`config.mk`:
```
export PLATFORM = sky130hd
export DESIGN_NAME = cache_fill_ctrl
export DESIGN_NICKNAME = d
export VERILOG_FILES = /design/src/rtl/cache_fill_ctrl.sv
export SDC_FILE = /design/constraint.sdc
export NUM_CORES = 1
export LEC_CHECK = 0
export ABC_AREA = 1
export BUFFER_PORTS_ARGS = -buffer_cell sky130_fd_sc_hd__buf_2
export CAP_MARGIN = 0
export CORE_AREA = 2 2 143 145
export DETAILED_ROUTE_END_ITERATION = 10
export DIE_AREA = 0 0 145 147
export PLACE_DENSITY = 0.63
export SYNTH_ARGS = -nofsm -noshare
export SYNTH_HDL_FRONTEND = slang
export SYNTH_SLANG_ARGS = --single-unit
```
`constraint.sdc`:
```
create_clock -name CLK -period 1.9 [get_ports CLK]
set_clock_uncertainty 0.15 [all_clocks]
set_input_delay 0.475 -clock CLK [delete_from_list [all_inputs] [get_ports CLK]]
set_output_delay 0.475 -clock CLK [all_outputs]
set_load 0.1 [all_outputs]
```
`src/rtl/cache_fill_ctrl.sv`:
```
// Load/store sequencer in front of a shift-in associative lookup store with write-through backing memory.
// Optional load hit/miss counters are built only when CACHE_STATS_EN is defined.
module cache_fill_ctrl #(
    parameter int ADDR_W  = 32,
    parameter int DATA_W  = 32,
    parameter int TIMEOUT = 255
) (
    input  logic              CLK,
    input  logic              RST,
    // CPU side: a request is taken on any edge where CPU_REQ=1 and CPU_READY=1;
    // CPU_VALID is a one-cycle strobe, qualified by CPU_ERR.
    input  logic              CPU_REQ,
    input  logic              CPU_WE,
    input  logic [ADDR_W-1:0] CPU_ADDR,
    input  logic [DATA_W-1:0] CPU_WDATA,
    output logic              CPU_READY,
    output logic              CPU_VALID,
    output logic [DATA_W-1:0] CPU_RDATA,
    output logic              CPU_ERR,
    output logic [ADDR_W-1:0] LK_ADDR,
    output logic [DATA_W-1:0] LK_DIN,
    output logic              LK_WE,
    input  logic [DATA_W-1:0] LK_DOUT,
    input  logic              LK_FOUND,
    output logic              MEM_REQ,
    output logic              MEM_WE,
    output logic [ADDR_W-1:0] MEM_ADDR,
    output logic [DATA_W-1:0] MEM_WDATA,
    input  logic              MEM_ACK,
    input  logic [DATA_W-1:0] MEM_RDATA,
    output logic [31:0]       HIT_CNT,
    output logic [31:0]       MISS_CNT,
    output logic [2:0]        DBG_STATE
);

    typedef enum logic [2:0] {
        S_IDLE   = 3'd0,
        S_LOOKUP = 3'd1,
        S_MEM    = 3'd2,
        S_FILL   = 3'd3,
        S_RESP   = 3'd4
    } state_t;

    localparam logic [15:0] TMO = 16'(TIMEOUT);

    state_t            state_q, state_d;
    logic [ADDR_W-1:0] addr_q, addr_d;
    logic              we_q, we_d;
    logic [DATA_W-1:0] wdata_q, wdata_d;
    logic [DATA_W-1:0] rdata_q, rdata_d;
    logic              err_q, err_d;
    logic [15:0]       cnt_q, cnt_d;
    logic              addr_zero;
    logic              lk_hit;

    // Address 0 collides with never-written (zeroed) entries, so it is never cached.
    assign addr_zero = (addr_q == '0);
    assign lk_hit    = LK_FOUND && !addr_zero;

    always_ff @(posedge CLK) begin
        if (RST) begin
            state_q <= S_IDLE;
            addr_q  <= '0;
            we_q    <= 1'b0;
            wdata_q <= '0;
            rdata_q <= '0;
            err_q   <= 1'b0;
            cnt_q   <= '0;
        end else begin
            state_q <= state_d;
            addr_q  <= addr_d;
            we_q    <= we_d;
            wdata_q <= wdata_d;
            rdata_q <= rdata_d;
            err_q   <= err_d;
            cnt_q   <= cnt_d;
        end
    end

    always_comb begin
        state_d = state_q;
        addr_d  = addr_q;
        we_d    = we_q;
        wdata_d = wdata_q;
        rdata_d = rdata_q;
        err_d   = err_q;
        cnt_d   = cnt_q;
        case (state_q)
            S_IDLE: begin
                if (CPU_REQ) begin
                    addr_d  = CPU_ADDR;
                    we_d    = CPU_WE;
                    wdata_d = CPU_WDATA;
                    cnt_d   = '0;
                    state_d = CPU_WE ? S_MEM : S_LOOKUP;
                end
            end
            S_LOOKUP: begin
                if (lk_hit) begin
                    rdata_d = LK_DOUT;
                    state_d = S_RESP;
                end else begin
                    cnt_d   = '0;
                    state_d = S_MEM;
                end
            end
            S_MEM: begin
                // An ack in the final allowed cycle still wins over the timeout.
                if (MEM_ACK) begin
                    if (!we_q) begin
                        rdata_d = MEM_RDATA;
                    end
                    state_d = S_FILL;
                end else if (cnt_q == TMO) begin
                    err_d   = 1'b1;
                    state_d = S_RESP;
                end else begin
                    cnt_d = cnt_q + 16'd1;
                end
            end
            S_FILL: begin
                state_d = S_RESP;
            end
            S_RESP: begin
                err_d   = 1'b0;
                state_d = S_IDLE;
            end
            default: begin
                state_d = S_IDLE;
            end
        endcase
    end

    // Loads fill with the captured memory word, which also sits in rdata_q.
    assign CPU_READY = (state_q == S_IDLE);
    assign CPU_VALID = (state_q == S_RESP);
    assign CPU_RDATA = rdata_q;
    assign CPU_ERR   = err_q;
    assign LK_ADDR   = addr_q;
    assign LK_DIN    = we_q ? wdata_q : rdata_q;
    assign LK_WE     = (state_q == S_FILL) && !addr_zero;
    assign MEM_REQ   = (state_q == S_MEM);
    assign MEM_WE    = (state_q == S_MEM) && we_q;
    assign MEM_ADDR  = addr_q;
    assign MEM_WDATA = wdata_q;
    assign DBG_STATE = state_q;

`ifdef CACHE_STATS_EN
    logic [31:0] hit_cnt_q;
    logic [31:0] miss_cnt_q;

    always_ff @(posedge CLK) begin
        if (RST) begin
            hit_cnt_q  <= '0;
            miss_cnt_q <= '0;
        end else if (state_q == S_LOOKUP) begin
            if (lk_hit) begin
                hit_cnt_q <= hit_cnt_q + 32'd1;
            end else begin
                miss_cnt_q <= miss_cnt_q + 32'd1;
            end
        end
    end

    assign HIT_CNT  = hit_cnt_q;
    assign MISS_CNT = miss_cnt_q;
`else
    assign HIT_CNT  = '0;
    assign MISS_CNT = '0;
`endif

endmodule

```
---- Word level (Yosys, flattened, before mapping) ----
Index checks and enable logic that the tools add are counted.
word-level totals
  register bits after elaboration ......... 117
  output and inout port bits .............. 233
  word-level logic and storage cells ...... 55
operators by class
  add/sub/neg operators ................... 1
  equality and inequality tests ........... 14
  mux-type cells .......................... 19
  reduce and logical (&&, ||, !) cells .... 14
operators with widths
  operator               number
  $mux 32                4
  $mux 16                4
  $pmux 32 s2            1
  $pmux 16 s3            1
  $logic_not 32->1       1
  $add 16x1->16 const B  1
  $eq 16x8->1 const B    1
  $mux 3                 4
  $ne 2x2->1 const B     6
  $pmux 3 s4             1
  $eq 3x2->1 const B     2
  $reduce_and 5->1       1
  $ne 2x1->1 const B     2
  $reduce_and 2->1       2
  $reduce_and 4->1       1
  $reduce_bool 2->1      2
  $eq 3x1->1 const B     1
  $eq 3x3->1 const B     1
  $logic_and 1x1->1      3
  $logic_not 3->1        1
  $ne 3x1->1 const B     1
  $reduce_and 3->1       1
  $reduce_bool 3->1      1
  $mux 1                 2
  3 further kinds        3

---- Longest topological paths before layout ----
  word-level depth ........................ 5
  depth in mapped cells ................... 11
  mapped depth without buffers ............ 10

---- Worst setup path before layout ----
No wires, ideal clock.
  kind .................................... flip-flop to output port
  start ................................... register state_q[2], in the netlist DBG_STATE[2]
  end ..................................... output CPU_VALID
  arrival ................................. 3,389 ps
  required time ........................... 1,275 ps
  setup slack ............................. -2,114 ps
  cell stages (with the launch flop) ...... 3
  buffers on the path ..................... 0
  cell sequence ........................... dfxtp_1 > inv_1 > nor3_1
between the ends
  cells in the longest elaborated chain, start to end .. 1
ends and longest elaborated chain
  what                    RTL line  text
  from (decl)             46        state_t state_q, state_d;
  from (signal assigned)  70        state_q <= state_d;
  $eq 3x3->1              136       assign CPU_VALID = (state_q == S_RESP);
  to (decl)               17        output logic CPU_VALID,
No other way between the ends.

---- Worst setup path in the final report ----
  start ................................... register we_q
  end ..................................... output LK_DIN[5]
between the ends
  cells in the longest elaborated chain, start to end .. 1
ends and longest elaborated chain
  what                    RTL line  text
  from (decl)             48        logic we_q, we_d;
  from (signal assigned)  72        we_q <= we_d;
  $mux 32                 140       assign LK_DIN = we_q ? wdata_q : rdata_q;
  to (decl)               21        output logic [DATA_W-1:0] LK_DIN,
No other way between the ends.

==> results.json <==
{
  "status": "complete, but fails checks",
  "failed_checks": "setup timing",
  "seqPwrFrac_pct": 19.5,
  "min_path_type": "in -> reg",
  "finalHoldViolations": 0,
  "worst_pin_slew_ps": 538,
  "worstSetupStartpoint": "we_q",
  "area_growth_pct": 68.0,
  "drt-total-wl_um": 23500,
  "finalCriticalPeriod_ps": 2150,
  "path_max_fanout": 8,
  "setup_ws_ps": -254,
  "vias": 7352,
  "firstDrtPassIters": 5,
  "syn_avg_cell_area_um2": 6.70,
  "r2r_end": "CPU_RDATA[21]",
  "combPwrFrac_pct": 62.3,
  "placed_area_mm2": 0.00944,
  "clk_latency_ps": 410,
  "drive_gt1_share_pct": 47.8,
  "vias_per_cell": 4.65,
  "rsz0062_at_grt": "yes",
  "root_buffer": "clkbuf_16",
  "setup_viol": 64,
  "fmax_ghz": 0.464,
  "antenna_found_initial": 1,
  "ctsHtreeMaxLevel": 4,
  "die_h_um": 147,
  "gp_congestion": 0.869,
  "fin_area_mm2": 0.0109,
  "relSlewSlack_pct": 64.4,
  "dp.cells": 1514,
  "power.density_mw_per_mm2": 1550,
  "cp.arrival_ps": 1530,
  "ys_types": 27,
  "power.leakage_nw": 5.09,
  "finalCritPeriodShare_pct": 113,
  "p_switching_mw": 9.27,
  "synth_seq_area_share_pct": 36.0,
  "power.total_mw": 16.9,
  "hp-start": "CPU_ADDR[9]",
  "start_kind": "flop",
  "drtIter0Drc": 292,
  "ios": 367,
  "cts_buffer_depth": 2,
  "clk_pin_slew_worst_paths_ps": 60,
  "port_buffers": 302,
  "sw_frac_of_total_pct": 54.8,
  "initial_core_util_pct": 32.8,
  "stdcell_count": 1581,
  "rows": 52,
  "end_kind": "output pin",
  "final_nets": 1432,
  "grt.overflow.total": 0,
  "vdd_drop_max_mv": 0.676,
  "critPathKind": "reg -> out",
  "synthCells": 972,
  "nFillCells": 1852,
  "core_mm2": 0.0198,
  "synth_seq_cells": 117,
  "fin_setup_tns_ps": -9910,
  "clockPowerShare_pct": 18.2,
  "die_w_um": 145,
  "max_cap_viol_count": 0,
  "fp.dieArea_mm2": 0.0213,
  "crit_required_ps": 1270,
  "drc": 0,
  "dp_hpwl_um": 16400,
  "wl_per_cell_um": 14.9,
  "drv_slew": 0,
  "ys_warn_count": 0,
  "hold_path_depth": 3,
  "min_to": "LK_ADDR[9]",
  "r2r_slack_ps": -140,
  "cts_sinks": 117,
  "drtAntennaViolNets": 0,
  "synth_area_mm2": 0.00651,
  "grt_max_degree": 69,
  "hold_buffers": 0,
  "grt_first_pass_wirelength_um": 35600,
  "grt_pass1_vias": 6866,
  "intPower_mw": 7.65,
  "grt_use_total_pct": 20.8,
  "reg2regPathDepth": 12,
  "r2r-start": "we_q",
  "cts_tree": "built",
  "cts_inserted_buffers": 17
}
==> routing by layer <==
metal  part of all wire, %  routed length (um)  global-route usage [%]
met4                   1.7                 389                    7.03
met3                   7.0                1650                    5.65
met1                    42                9870                    24.7
met5                     0                   0                       0
met2                    49               11600                    36.2
==> repair_timing <==
item | 4_1_cts | 5_1_grt
setup endpoints to repair | 85 | 86
pin swaps | 23 | 27
resized for setup | 101 | 59
buffers inserted | 13 | 13
hold endpoints to repair | 0 | 0
cloned | 4 | 8
==> per-stage QoR <==
stage	util, %	setup WS (ps)	hold slack, ps
CTS	53.0	-284	153
global route	55.1	-322	160
floorplan	-	-335	313
global placement	47.6	-29.1	294
finish	55.1	-254	170
detailed placement	47.6	-55.7	308
==> cell families (layout without fill, tap and decap cells) <==
logic type | after synthesis | count (layout) | share of synthesized area, %
other cells | 1 | 65 | 0.0576
compound gates | 184 | 184 | 14.2
buf+inv | 212 | 487 | 18.7
simple gates | 454 | 454 | 30.4
fa+ha+maj | 1 | 1 | 0.192
xor+xnor | 3 | 3 | 0.404
flops | 117 | 117 | 36.0
==> sequential cells by signal (all words and copies together), names as in the netlist <==
signal and flops:
CPU_RDATA 32, LK_ADDR 32, MEM_WDATA 32, cnt_q 16
DBG_STATE 3, CPU_ERR 1, we_q 1
==> how the worst max path moves through the flow <==
stage                    endpoint  cells past startpoint
finish                  LK_DIN[5]                      5
floorplan           CPU_RDATA[10]                      8
detailed placement          LK_WE                      7
global route                LK_WE                      7
CTS                         LK_WE                      7
global placement            LK_WE                      7
==> layout make-up <==
type,count,area (um^2),area share [%]
antenna,1,2.50,0.0229
clock buffer,17,425,3.89
clock inverter,15,144,1.32
inverter,57,243,2.22
multi-input combinational,706,3750,34.3
sequential,117,2640,24.1
tap,270,338,3.09
timing repair buffer,397,3390,31.0
timing repair inverter,1,8.76,0.0801
==> synth_stat cells, drive strengths merged <==
master | instances | area share, %
nand2 | 259 | 15
buf | 120 | 13
dfxtp | 117 | 36
a21oi | 113 | 8.7
nor2 | 84 | 4.9
o21ai | 69 | 5.3
nand3 | 58 | 4.7
inv | 55 | 3.2
clkbuf | 35 | 2.0
nand3b | 32 | 3.7
nand4 | 9 | 0.86
nor3 | 5 | 0.38
nor3b | 3 | 0.35
or2 | 3 | 0.29
xor2 | 3 | 0.40
clkinv | 2 | 0.12
conb | 1 | 0.058
ha | 1 | 0.19
nor4 | 1 | 0.33
o211ai | 1 | 0.12
o21a | 1 | 0.12
==> power by group through the flow <==
stage	Combinational, mW	Clock [mW]	Sequential (mW)
after floorplan	4.89	0	6.02
after global placement	9.67	0	3.28
after detailed placement	9.70	0	3.29
after CTS	10.1	3.16	3.27
after global routing	10.9	3.28	3.36
final	10.5	3.09	3.30
==> layout by cell type, fill, tap and decap left out, types with 2 or more instances in the layout <==
| master | count |
|---|---|
| inv_1 | 46 |
| or2_2 | 3 |
| buf_8 | 3 |
| nor2_4 | 11 |
| conb_1 | 64 |
| dfxtp_1 | 15 |
| nor2_2 | 12 |
| clkinv_4 | 4 |
| dfxtp_2 | 34 |
| nand2_1 | 240 |
| inv_6 | 6 |
| nand2_4 | 5 |
| o21ai_0 | 37 |
| nand4_1 | 9 |
| a21oi_2 | 2 |
| dfxtp_4 | 68 |
| clkinv_2 | 2 |
| nand3b_1 | 32 |
| inv_2 | 5 |
| nor3_1 | 3 |
| nand2_2 | 14 |
| buf_4 | 102 |
| buf_6 | 13 |
| clkinvlp_4 | 4 |
| xor2_1 | 3 |
| o21ai_4 | 32 |
| nor2_1 | 61 |
| clkbuf_4 | 3 |
| clkbuf_16 | 23 |
| nand3_1 | 57 |
| nor3b_1 | 3 |
| buf_12 | 54 |
| buf_2 | 212 |
| inv_4 | 3 |
| buf_16 | 3 |
| a21oi_1 | 111 |
==> worst max-delay path, cell delays in order (launching register included) <==
cell and delay, ps:
dfxtp_4 420, inv_6 80, buf_12 130, buf_16 150, o21ai_4 150, buf_12 190
No activity file was read; power rests on OpenSTA's default activity.
